`src/rtl/ltc2145_delay_calibrator_if.sv`:
```
// Calibrator bus: start request, per-lane captured bits in; delay-load strobes and results out.
// Latency: none (wires only); all timing is owned by the calibrator behind the slave modport.
// Backpressure: none; start is a single-cycle request, ignored by the slave while it is busy.
//
// Signals:
//   start        init logic -> calibrator, one-cycle calibration request
//   lane_data    capture    -> calibrator, one captured bit per lane
//   dly_ld       calibrator -> IDELAYE2 LD, one-hot per lane
//   dly_cntvalue calibrator -> IDELAYE2 CNTVALUEIN, shared by all lanes
//   busy/done    calibrator status; done is a one-cycle pulse
//   cal_ok       all lanes found an eye; fail_mask marks the lanes that did not
//   tap_result   final tap per lane, lane i in bits [5i+4:5i]
interface ltc2145_delay_calibrator_if #(
  parameter int LANES = 8
);
  logic               start;
  logic [LANES-1:0]   lane_data;
  logic [LANES-1:0]   dly_ld;
  logic [4:0]         dly_cntvalue;
  logic               busy;
  logic               done;
  logic               cal_ok;
  logic [LANES-1:0]   fail_mask;
  logic [5*LANES-1:0] tap_result;

  // Calibrator side
  modport slave (
    input  start, lane_data,
    output dly_ld, dly_cntvalue, busy, done, cal_ok, fail_mask, tap_result
  );

  // Init/config and capture side
  modport master (
    output start, lane_data,
    input  dly_ld, dly_cntvalue, busy, done, cal_ok, fail_mask, tap_result
  );
endinterface

```
`src/rtl/ltc2145_delay_calibrator.sv`:
```
// Trains LTC2145 LVDS lane delay taps: sweeps taps 0-31 per lane against the 1010 test pattern, loads eye centre.
// Latency: start->busy 1 cycle; done at 1 + LANES*(32*(SETTLE+CHECK+3)+1) cycles after start.
// Backpressure: none; start is ignored while busy or in the done cycle.
//
// Ports:
//   i_sample_clk  capture clock, all logic on its rising edge
//   i_reset       asynchronous active-high reset
//   cal           slave modport of ltc2145_delay_calibrator_if (start/lane_data in, delay strobes and results out)
module ltc2145_delay_calibrator #(
  parameter int LANES         = 8,
  parameter int SETTLE_CYCLES = 8,
  parameter int CHECK_CYCLES  = 64,
  parameter int MIN_EYE       = 4,
  parameter int DEFAULT_TAP   = 16
) (
  input  logic                          i_sample_clk,
  input  logic                          i_reset,
  ltc2145_delay_calibrator_if.slave     cal
);

  localparam int LW   = (LANES > 1) ? $clog2(LANES) : 1;
  localparam int CMAX = (SETTLE_CYCLES > CHECK_CYCLES) ? SETTLE_CYCLES : CHECK_CYCLES;
  localparam int CW   = $clog2(CMAX + 1);

  localparam logic [CW-1:0] SETTLE_LAST = CW'(SETTLE_CYCLES - 1);
  localparam logic [CW-1:0] CHECK_LAST  = CW'(CHECK_CYCLES);
  localparam logic [LW-1:0] LANE_LAST   = LW'(LANES - 1);
  localparam logic [5:0]    MIN_LEN     = 6'(MIN_EYE);
  localparam logic [4:0]    DEF_TAP     = 5'(DEFAULT_TAP);
  localparam logic [4:0]    TAP_LAST    = 5'd31;

  typedef enum logic [2:0] {
    S_IDLE, S_LOAD, S_SETTLE, S_CHECK, S_EVAL, S_FINAL, S_DONE
  } state_t;

  state_t r_state, w_state_nx;

  // Sweep datapath
  logic [LW-1:0] r_lane;
  logic [4:0]    r_tap;
  logic [CW-1:0] r_cnt;
  logic          r_prev;
  logic          r_err;
  logic [4:0]    r_cur_start, r_best_start;
  logic [5:0]    r_cur_len,   r_best_len;

  // Registered outputs
  logic [LANES-1:0]   r_dly_ld;
  logic [4:0]         r_dly_cntvalue;
  logic               r_busy, r_done, r_cal_ok;
  logic [LANES-1:0]   r_fail_mask;
  logic [5*LANES-1:0] r_tap_result;

  // Next values for the registered outputs
  logic [LANES-1:0]   w_dly_ld_nx;
  logic [4:0]         w_dly_cntvalue_nx;
  logic               w_cal_ok_nx;
  logic [LANES-1:0]   w_fail_mask_nx;
  logic [5*LANES-1:0] w_tap_result_nx;

  logic          w_bit;
  logic          w_pass;
  logic [LW-1:0] w_lane_inc;
  logic [4:0]    w_cur_start_nx, w_best_start_nx;
  logic [5:0]    w_cur_len_nx,   w_best_len_nx;
  logic          w_eye_ok;
  logic [4:0]    w_half;
  logic [4:0]    w_centre;

  assign w_bit      = cal.lane_data[r_lane];
  assign w_pass     = ~r_err;
  assign w_lane_inc = r_lane + 1'b1;

  // Window tracking for the tap being evaluated. The centre is derived from
  // the post-update best window so the last tap (31) can still extend it
  // and the FINAL load is registered out in the FINAL cycle itself.
  always_comb begin
    w_cur_start_nx  = r_cur_start;
    w_cur_len_nx    = r_cur_len;
    w_best_start_nx = r_best_start;
    w_best_len_nx   = r_best_len;
    if (w_pass) begin
      if (r_cur_len == 6'd0) w_cur_start_nx = r_tap;
      w_cur_len_nx = r_cur_len + 6'd1;
      // Strictly greater: an equal-length later window never replaces the earlier one
      if (w_cur_len_nx > r_best_len) begin
        w_best_start_nx = w_cur_start_nx;
        w_best_len_nx   = w_cur_len_nx;
      end
    end else begin
      w_cur_len_nx = 6'd0;
    end
  end

  assign w_eye_ok = (w_best_len_nx >= MIN_LEN);
  assign w_half   = 5'((w_best_len_nx - 6'd1) >> 1);
  assign w_centre = w_eye_ok ? (w_best_start_nx + w_half) : DEF_TAP;

  // State register
  always_ff @(posedge i_sample_clk or posedge i_reset) begin
    if (i_reset) r_state <= S_IDLE;
    else         r_state <= w_state_nx;
  end

  // Next-state logic
  always_comb begin
    w_state_nx = r_state;
    case (r_state)
      S_IDLE:   if (cal.start) w_state_nx = S_LOAD;
      S_LOAD:   w_state_nx = S_SETTLE;
      S_SETTLE: if (r_cnt == SETTLE_LAST) w_state_nx = S_CHECK;
      S_CHECK:  if (r_cnt == CHECK_LAST) w_state_nx = S_EVAL;
      S_EVAL:   w_state_nx = (r_tap == TAP_LAST) ? S_FINAL : S_LOAD;
      S_FINAL:  w_state_nx = (r_lane == LANE_LAST) ? S_DONE : S_LOAD;
      S_DONE:   w_state_nx = S_IDLE;
      default:  w_state_nx = S_IDLE;
    endcase
  end

  // Output logic: computed one cycle ahead so the registered strobes line up
  // with the LOAD/FINAL state they belong to.
  always_comb begin
    w_dly_ld_nx       = '0;
    w_dly_cntvalue_nx = r_dly_cntvalue;
    w_cal_ok_nx       = r_cal_ok;
    w_fail_mask_nx    = r_fail_mask;
    w_tap_result_nx   = r_tap_result;
    case (r_state)
      S_IDLE: begin
        if (cal.start) begin
          w_cal_ok_nx       = 1'b0;
          w_fail_mask_nx    = '0;
          w_tap_result_nx   = '0;
          w_dly_ld_nx[0]    = 1'b1;
          w_dly_cntvalue_nx = 5'd0;
        end
      end
      S_EVAL: begin
        w_dly_ld_nx[r_lane] = 1'b1;
        if (r_tap == TAP_LAST) begin
          w_dly_cntvalue_nx = w_centre;
          w_tap_result_nx[int'(r_lane)*5 +: 5] = w_centre;
          if (!w_eye_ok) w_fail_mask_nx[r_lane] = 1'b1;
        end else begin
          w_dly_cntvalue_nx = r_tap + 5'd1;
        end
      end
      S_FINAL: begin
        if (r_lane == LANE_LAST) begin
          w_cal_ok_nx = ~|r_fail_mask;
        end else begin
          w_dly_ld_nx[w_lane_inc] = 1'b1;
          w_dly_cntvalue_nx       = 5'd0;
        end
      end
      default: ;
    endcase
  end

  // Output registers
  always_ff @(posedge i_sample_clk or posedge i_reset) begin
    if (i_reset) begin
      r_dly_ld       <= '0;
      r_dly_cntvalue <= 5'd0;
      r_busy         <= 1'b0;
      r_done         <= 1'b0;
      r_cal_ok       <= 1'b0;
      r_fail_mask    <= '0;
      r_tap_result   <= '0;
    end else begin
      r_dly_ld       <= w_dly_ld_nx;
      r_dly_cntvalue <= w_dly_cntvalue_nx;
      r_busy         <= (w_state_nx != S_IDLE) && (w_state_nx != S_DONE);
      r_done         <= (w_state_nx == S_DONE);
      r_cal_ok       <= w_cal_ok_nx;
      r_fail_mask    <= w_fail_mask_nx;
      r_tap_result   <= w_tap_result_nx;
    end
  end

  // Sweep datapath
  always_ff @(posedge i_sample_clk or posedge i_reset) begin
    if (i_reset) begin
      r_lane       <= '0;
      r_tap        <= 5'd0;
      r_cnt        <= '0;
      r_prev       <= 1'b0;
      r_err        <= 1'b0;
      r_cur_start  <= 5'd0;
      r_cur_len    <= 6'd0;
      r_best_start <= 5'd0;
      r_best_len   <= 6'd0;
    end else begin
      case (r_state)
        S_IDLE: begin
          if (cal.start) begin
            r_lane       <= '0;
            r_tap        <= 5'd0;
            r_cur_start  <= 5'd0;
            r_cur_len    <= 6'd0;
            r_best_start <= 5'd0;
            r_best_len   <= 6'd0;
          end
        end
        S_LOAD: begin
          r_cnt <= '0;
          r_err <= 1'b0;
        end
        S_SETTLE: begin
          r_cnt <= (r_cnt == SETTLE_LAST) ? '0 : r_cnt + 1'b1;
        end
        S_CHECK: begin
          // Count 0 only primes r_prev; every later cycle must see a toggle
          r_prev <= w_bit;
          if ((r_cnt != '0) && (w_bit == r_prev)) r_err <= 1'b1;
          r_cnt <= r_cnt + 1'b1;
        end
        S_EVAL: begin
          r_cur_start  <= w_cur_start_nx;
          r_cur_len    <= w_cur_len_nx;
          r_best_start <= w_best_start_nx;
          r_best_len   <= w_best_len_nx;
          if (r_tap != TAP_LAST) r_tap <= r_tap + 5'd1;
        end
        S_FINAL: begin
          if (r_lane != LANE_LAST) begin
            r_lane     <= w_lane_inc;
            r_tap      <= 5'd0;
            r_cur_len  <= 6'd0;
            r_best_len <= 6'd0;
          end
        end
        default: ;
      endcase
    end
  end

  assign cal.dly_ld       = r_dly_ld;
  assign cal.dly_cntvalue = r_dly_cntvalue;
  assign cal.busy         = r_busy;
  assign cal.done         = r_done;
  assign cal.cal_ok       = r_cal_ok;
  assign cal.fail_mask    = r_fail_mask;
  assign cal.tap_result   = r_tap_result;

endmodule

```
`src/flat_wrapper.sv`:
```
// flat-port wrapper written by rule: the top's interface ports become plain ports
module ltc2145_delay_calibrator_flat 
#(
  parameter int LANES         = 8,
  parameter int SETTLE_CYCLES = 8,
  parameter int CHECK_CYCLES  = 64,
  parameter int MIN_EYE       = 4,
  parameter int DEFAULT_TAP   = 16
)
  (i_sample_clk, i_reset, cal_start, cal_lane_data, cal_dly_ld, cal_dly_cntvalue, cal_busy, cal_done, cal_cal_ok, cal_fail_mask, cal_tap_result);
  ltc2145_delay_calibrator_if #(.LANES(LANES)) cal_i ();
  input  logic i_sample_clk;
  input  logic i_reset;
  input wire logic [$bits(cal_i.start)-1:0] cal_start;
  input wire logic [$bits(cal_i.lane_data)-1:0] cal_lane_data;
  output wire logic [$bits(cal_i.dly_ld)-1:0] cal_dly_ld;
  output wire logic [$bits(cal_i.dly_cntvalue)-1:0] cal_dly_cntvalue;
  output wire logic [$bits(cal_i.busy)-1:0] cal_busy;
  output wire logic [$bits(cal_i.done)-1:0] cal_done;
  output wire logic [$bits(cal_i.cal_ok)-1:0] cal_cal_ok;
  output wire logic [$bits(cal_i.fail_mask)-1:0] cal_fail_mask;
  output wire logic [$bits(cal_i.tap_result)-1:0] cal_tap_result;
  assign cal_i.start = cal_start;
  assign cal_i.lane_data = cal_lane_data;
  assign cal_dly_ld = cal_i.dly_ld;
  assign cal_dly_cntvalue = cal_i.dly_cntvalue;
  assign cal_busy = cal_i.busy;
  assign cal_done = cal_i.done;
  assign cal_cal_ok = cal_i.cal_ok;
  assign cal_fail_mask = cal_i.fail_mask;
  assign cal_tap_result = cal_i.tap_result;
  ltc2145_delay_calibrator #(.LANES(LANES), .SETTLE_CYCLES(SETTLE_CYCLES), .CHECK_CYCLES(CHECK_CYCLES), .MIN_EYE(MIN_EYE), .DEFAULT_TAP(DEFAULT_TAP)) u_core (.i_sample_clk(i_sample_clk), .i_reset(i_reset), .cal(cal_i));
endmodule
```
`config.mk`:
```
export PLATFORM = sky130hd
export DESIGN_NAME = ltc2145_delay_calibrator_flat
export DESIGN_NICKNAME = d
export VERILOG_FILES = /design/src/rtl/ltc2145_delay_calibrator_if.sv /design/src/rtl/ltc2145_delay_calibrator.sv /design/src/flat_wrapper.sv
export SDC_FILE = /design/constraint.sdc
export NUM_CORES = 1
export LEC_CHECK = 0
export CELL_PAD_IN_SITES_DETAIL_PLACEMENT = 0
export CELL_PAD_IN_SITES_GLOBAL_PLACEMENT = 1
export CORE_ASPECT_RATIO = 1.75
export CORE_MARGIN = 4
export CORE_UTILIZATION = 42
export CTS_CLUSTER_SIZE = 24
export DETAILED_ROUTE_END_ITERATION = 7
export PLACE_DENSITY_LB_ADDON = 0.1
export SLEW_MARGIN = 30
export SYNTH_ARGS = -nofsm -noshare
export SYNTH_HDL_FRONTEND = slang
export SYNTH_SLANG_ARGS = --single-unit
```
`constraint.sdc`:
```
create_clock -name i_sample_clk -period 5.8 [get_ports i_sample_clk]
set_input_delay 0.58 -clock i_sample_clk [delete_from_list [all_inputs] [get_ports i_sample_clk]]
set_output_delay 0.58 -clock i_sample_clk [all_outputs]
set_load 0.05 [all_outputs]
```
* Word level (Yosys, flattened, before mapping) *
Index checks and enable logic that the tools add are counted.

operators by class
  multiplexer cells = 55
  equality and inequality tests = 23
  reductions and logical operators = 25
  multiply operators = 1
  $add $sub $neg = 7
  shift operators = 2
  bitwise logic cells = 1
  div/mod/pow operators = 0
  $lt $le $gt $ge = 6

operators by type and width
  operator                                                                       number
  40-bit two-way mux                                                             2
  40-bit one-hot mux with 2 select lines                                         1
  5-bit two-way mux                                                              10
  40-bit bitwise mux                                                             1
  5-bit by 33-bit variable shift with 40-bit output (first input constant)       1
  5-bit by 33-bit indexed part select with 40-bit output                         1
  6-bit one-hot mux with 3 select lines                                          2
  32-bit negator with 33-bit output                                              1
  8-bit two-way mux                                                              4
  6-bit two-way mux                                                              5
  5-bit one-hot mux with 3 select lines                                          2
  3-bit two-way mux                                                              7
  7-bit one-hot mux with 3 select lines                                          1
  5-bit one-hot mux with 2 select lines                                          2
  3-bit one-hot mux with 6 select lines                                          1
  3-bit AND reduction                                                            6
  8-bit one-hot mux with 2 select lines                                          1
  7-bit one-hot mux with 2 select lines                                          1
  3-bit equality test (second input constant)                                    4
  2-bit by 1-bit inequality test with 1-bit output (second input constant)       5
  3-bit nonzero test                                                             3
  3-bit by 4-bit less-than comparator with 1-bit output (second input constant)  2
  2-bit inequality test (second input constant)                                  4
  8-bit OR                                                                       1
  34 further kinds                                                               52

word-level totals
  bits in registers = 106
  word-level logic and storage cells = 137
  output and inout port bits = 64
  bits in latches = 0
  memories kept = 0
  input bits = 11
  memory bits (writable) = 0
  memory bits (read-only) = 0

* Longest topological paths before layout *
  depth after elaboration = 11
  depth in mapped cells = 21

* Worst setup path before layout *
No wires, ideal clock.

  path kind = register to register
  start point = reg u_core.r_cur_len[0]
  end point = reg u_core.r_dly_cntvalue[4] (netlist: u_core.cal.dly_cntvalue[4])
  data required time = 5.674 ns
  buffers on the path = 3
  stages on the path, launching flop included = 21
  setup slack = 0.980 ns
  data arrival time = 4.694 ns
  path through = dfrtp_1 buf_2 nand3_1 nor2_1 xnor2_1 inv_1 ha_1 and4_1 a31o_1 a31oi_2 clkbuf_1 clkbuf_1 a21oi_1 ha_1 fa_1 a21o_1 a21oi_1 xnor2_1 nor4b_4 nor3b_4 a221o_1

between the ends
  cells in the longest elaborated chain, start to end = 9
  elaborated cells between the ends (all ways) = 14
  classes of those cells = add/sub: 3; order compare: 2; mux: 8; reduce/logical: 1

ends and longest elaborated chain
  element                                      line                             RTL
  start: declaration                           ltc2145_delay_calibrator.sv:45   logic [5:0] r_cur_len, r_best_len;
  start signal: assignment                     ltc2145_delay_calibrator.sv:220  r_cur_len <= w_cur_len_nx;
  6-bit by 1-bit adder with 6-bit output       ltc2145_delay_calibrator.sv:84   w_cur_len_nx = r_cur_len + 6'd1;
  6-bit > comparator                           ltc2145_delay_calibrator.sv:86   if (w_cur_len_nx > r_best_len) begin
  6-bit two-way mux                            ltc2145_delay_calibrator.sv:86
  6-bit two-way mux                            ltc2145_delay_calibrator.sv:82   if (w_pass) begin
  6-bit by 1-bit subtractor with 6-bit output  ltc2145_delay_calibrator.sv:96   assign w_half = 5'((w_best_len_nx - 6'd1) >> 1);
  5-bit adder                                  ltc2145_delay_calibrator.sv:97   assign w_centre = w_eye_ok ? (w_best_start_nx + w_half) : DEF_TAP;
  5-bit two-way mux (*)                        ltc2145_delay_calibrator.sv:97
  5-bit two-way mux (*)                        ltc2145_delay_calibrator.sv:140  if (r_tap == TAP_LAST) begin
  5-bit one-hot mux with 3 select lines (*)    ltc2145_delay_calibrator.sv:128  case (r_state)
  end signal: assignment                       ltc2145_delay_calibrator.sv:172  r_dly_cntvalue <= w_dly_cntvalue_nx;
  end: declaration                             ltc2145_delay_calibrator.sv:49   logic [4:0] r_dly_cntvalue;

Every way passes the cells marked *; elsewhere a longest branch is shown, timed or not.
A chain may end at the register's enable or synchronous reset.

* Worst setup path after layout *
Same ends and word-level chain as after synthesis.

==> flow_metrics.tcl <==
set metrics [dict create \
    power_uw 2390 \
    dieHeight_um 158.3 \
    place.detailed.hpwl_mm 10.53 \
    ir_worst_vdd_v 0.0001891 \
    cts_post_setup_buffers_inserted 0 \
    clock_tree.root_cell "sky130_fd_sc_hd__clkbuf_16" \
    clk_latency_ns 0.35 \
    synth_enable_flop_cells 0 \
    filler_cell_count 1213 \
    drt_iter0_markers 172 \
    syn_nets 608 \
    route.antenna.remaining_nets 0 \
    critical_path.max_stage_delay_ns 0.53 \
    timing_worst_slew_pin_value_ns 0.8152 \
    setup.worst_path.class "flop to flop" \
    yosys_most_used_dff "sky130_fd_sc_hd__dfrtp_1" \
    finalCriticalPeriod_ns 4.895 \
    tritoncts.num_buffers 9 \
    layout.cells.most_common "sky130_fd_sc_hd__dfrtp_1" \
    initial_utilization_pct 43.12 \
    hold_viol_final 0 \
    cts_tree "yes" \
    final_nets 678 \
    routed-via-count 4458 \
    sort_of_element_at_the_start_of_the_critical_path "flop" \
    grt_pass1_wl_mm 23.08 \
    seqPwrFrac_pct 41.3 \
    final_cell_mix "sky130_fd_sc_hd__dfrtp_1, sky130_fd_sc_hd__nand2_1, sky130_fd_sc_hd__clkdlybuf4s50_1, sky130_fd_sc_hd__o21ai_0, sky130_fd_sc_hd__nor2_1" \
    wl_per_cell_um 17.25 \
    critPathLaunch "u_core.r_cur_len[0]$_DFFE_PP0P_" \
    yosysSeqAreaShare_pct 48.95 \
    seq_area_mm2 0.002653 \
    crit_chain "ha_1, nand3_1, xnor2_1, ha_1, and4_1, a31o_1, a31oi_2, buf_4, nor2_1, a21oi_1, ha_1, a21o_1, a21oi_1, xnor2_1, nor4b_4, nor3b_4, a221o_1" \
    final-max-slew-violation-count 0 \
    detail_route.wirelength_mm 14.09 \
    max_slew_margin_pct 45.08 \
    multi_input_area_mm2 0.002614 \
    die_area_mm2 0.01486 \
    floorplan.core_area_mm2 0.01257 \
    cts_hold_buffers 0 \
    setup_viol 0 \
    netlist_area_mm2 0.005419 \
    critical-path-slowest-cell "sky130_fd_sc_hd__dfrtp_1" \
    antenna-diode-count 0 \
    clk_transition_reported_paths_ns 0.07 \
    io-pin-count 75 \
    cts_num_sinks 106 \
    destination_of_the_worst_hold_path "u_core.cal.tap_result[0]$_DFFE_PP0P_" \
    timing.critical_path.required_ns 6.03 \
    max_cap_violations 0 \
    timing.reg2reg.setup_slack_ns 0.90 \
    antenna_found_initial 0 \
    max_freq_mhz 204.3 \
    setup_repair_after_global_routing_missed_its_margin "false" \
    gp_congestion 0.8582 \
    power.density_cell_area_mw_per_mm2 361.0 \
    critPathMaxFanout 18 \
    post_route_cells_drive_above_1_share_pct 5.855 \
    synth-seq-cells 106 \
    sw_frac_of_total_pct 39.58 \
    synthToLayoutAreaGrowth_pct 22.17 \
    vias_in_the_first_global_route 4433 \
    cts_max_level 3 \
    grt_max_degree 56 \
    cell_count_after_synthesis 574 \
    total_switching_power_uw 945.8 \
    internal_power_uw 1444 \
    row_count 54 \
    post-route-drc-count 0 \
    crit_arrival_ns 5.13 \
    period_share_pct 84.40 \
    grt.total_usage_pct 19.97 \
    post_cts.resized_instances 0 \
    final.setup.tns_ns 0 \
    timing.critical_path.to_type "flop" \
    globalRouteOverflowTotal 0 \
    total_leakage_power_uw 0.002923 \
    vias_per_cell 5.457 \
    synth_cell_type_count 52 \
    regToRegEndpoint "u_core.cal.dly_cntvalue[4]$_DFFE_PP0P_" \
    drt_pre_antenna_iters 5 \
    finalClockSkew_ns 0.006863 \
    worstRegToRegCells 17 \
    hold_start "u_core.cal.tap_result[0]$_DFFE_PP0P_" \
    rr_startpoint "u_core.r_cur_len[0]$_DFFE_PP0P_" \
    cts-root-to-sink-buffers 2 \
    hold-path-cell-count 2 \
    min_delay_worst_type "flop to flop" \
    asyncSetResetFlopFracSynth_pct 100.0 \
    post_synth.cell_area_avg_um2 9.441 \
    p_clk_share_pct 24.5 \
    most_numerous_cell_on_the_critical_path "sky130_fd_sc_hd__ha_1" \
    comb_power_share_pct 34.2 \
    die-width_um 93.87 \
    synth-warning-count 0 \
    status "completed" \
    io_buffers 74 \
    whs_ns 0.4759 \
]
[Yosys cell counts (2+ instances only)]
cell type / count / area, um^2
sky130_fd_sc_hd__a21boi_1: 2 / 15.01
sky130_fd_sc_hd__a21o_1: 8 / 60.06
sky130_fd_sc_hd__a21oi_1: 25 / 125.1
sky130_fd_sc_hd__a22o_1: 18 / 157.7
sky130_fd_sc_hd__a31oi_1: 6 / 37.54
sky130_fd_sc_hd__a32o_1: 3 / 30.03
sky130_fd_sc_hd__and2_1: 3 / 18.77
sky130_fd_sc_hd__and3_1: 5 / 31.28
sky130_fd_sc_hd__buf_2: 3 / 15.01
sky130_fd_sc_hd__clkbuf_1: 17 / 63.81
sky130_fd_sc_hd__dfrtp_1: 106 / 2653
sky130_fd_sc_hd__ha_1: 22 / 275.3
sky130_fd_sc_hd__inv_1: 20 / 75.07
sky130_fd_sc_hd__mux2i_1: 12 / 120.1
sky130_fd_sc_hd__mux4_2: 2 / 45.04
sky130_fd_sc_hd__nand2_1: 104 / 390.4
sky130_fd_sc_hd__nand2b_1: 4 / 25.02
sky130_fd_sc_hd__nand3_1: 22 / 110.1
sky130_fd_sc_hd__nor2_1: 43 / 161.4
sky130_fd_sc_hd__nor2b_1: 6 / 37.54
sky130_fd_sc_hd__nor3_1: 12 / 60.06
sky130_fd_sc_hd__nor4_1: 8 / 50.05
sky130_fd_sc_hd__o21ai_0: 60 / 300.3
sky130_fd_sc_hd__o21ai_1: 10 / 50.05
sky130_fd_sc_hd__o31ai_1: 6 / 45.04
sky130_fd_sc_hd__or2_2: 3 / 18.77
sky130_fd_sc_hd__xnor2_1: 15 / 131.4
sky130_fd_sc_hd__xor2_1: 5 / 43.79
[through the flow]
step,utilization (%),cells,setup WS (ns),area [um^2]
detailed placement,50.42,801,0.9740,6336
CTS,52.68,817,0.9591,6620
finish,52.68,817,0.9048,6620
global route,52.68,817,0.6106,6620
global placement,50.42,801,1.187,6336
floorplan,-,574,0.9797,5419
[area by class of cell]
cell class                      instances  share of cell area, %
Sequential cell                       106                  40.07
Inverter                               21                  1.229
Tap cell                              168                  3.175
Timing Repair Buffer                   79                  11.76
Clock buffer                            9                  3.402
Clock inverter                          7                 0.8883
Multi-Input combinational cell        427                  39.48
[worst max-delay path: cells and delay by family, from the launching register on]
kind / cells / cell delay [ns]
compound gates: 6 / 1.54
fa+ha+maj: 3 / 0.95
simple gates: 5 / 0.90
xor+xnor: 2 / 0.55
flops: 1 / 0.53
buf+inv: 1 / 0.30
[worst max-delay path by stage]
| stage | end | cells past startpoint |
|---|---|---|
| final | u_core.cal.dly_cntvalue[4]$_DFFE_PP0P_ | 17 |
| after detailed placement | u_core.cal.dly_cntvalue[4]$_DFFE_PP0P_ | 18 |
| after CTS | u_core.cal.dly_cntvalue[4]$_DFFE_PP0P_ | 18 |
| after floorplan | u_core.cal.dly_cntvalue[4]$_DFFE_PP0P_ | 20 |
| after global routing | u_core.cal.dly_cntvalue[4]$_DFFE_PP0P_ | 17 |
| after global placement | u_core.cal.dly_cntvalue[4]$_DFFE_PP0P_ | 18 |
[registers in the layout, indices dropped and copies added (netlist names)]
name	flops
u_core.cal.busy	1
u_core.cal.cal_ok	1
u_core.cal.dly_cntvalue	5
u_core.cal.dly_ld	8
u_core.cal.done	1
u_core.cal.fail_mask	8
u_core.cal.tap_result	40
u_core.r_best_len	6
u_core.r_best_start	5
u_core.r_cnt	7
u_core.r_cur_len	6
u_core.r_cur_start	5
u_core.r_err	1
u_core.r_lane	3
u_core.r_prev	1
u_core.r_state	3
u_core.r_tap	5
[routing by layer]
| metal | GRT usage [%] | vias up | routed length (um) |
|---|---|---|---|
| li1 | - | 2151 | - |
| met1 | 25.08 | 2173 | 5854 |
| met2 | 34.33 | 114 | 7253 |
| met3 | 3.546 | 20 | 614 |
| met4 | 7.231 | 0 | 369 |
| met5 | 0 | - | 0 |
[power by group through the flow]
stage                     combinational, uW  clock (uW)  sequential, uW
after floorplan                         405           0            1160
after global placement                  816           0             996
after detailed placement                826           0            1000
after CTS                               826         602             988
after global routing                    896         638            1010
final                                   817         586             987
[cell families after synthesis]
| family | Yosys count | synth area share [%] |
|---|---|---|
| muxes | 17 | 3.717 |
| AOI/OAI and AO/OA | 147 | 16.69 |
| and+or+nand+nor | 220 | 19.05 |
| adders and majority gates | 23 | 5.449 |
| DFF | 106 | 48.95 |
| xor gates and xnor gates | 20 | 3.233 |
| buffers and inverters | 41 | 2.909 |
(Power assumes the default switching activity.)
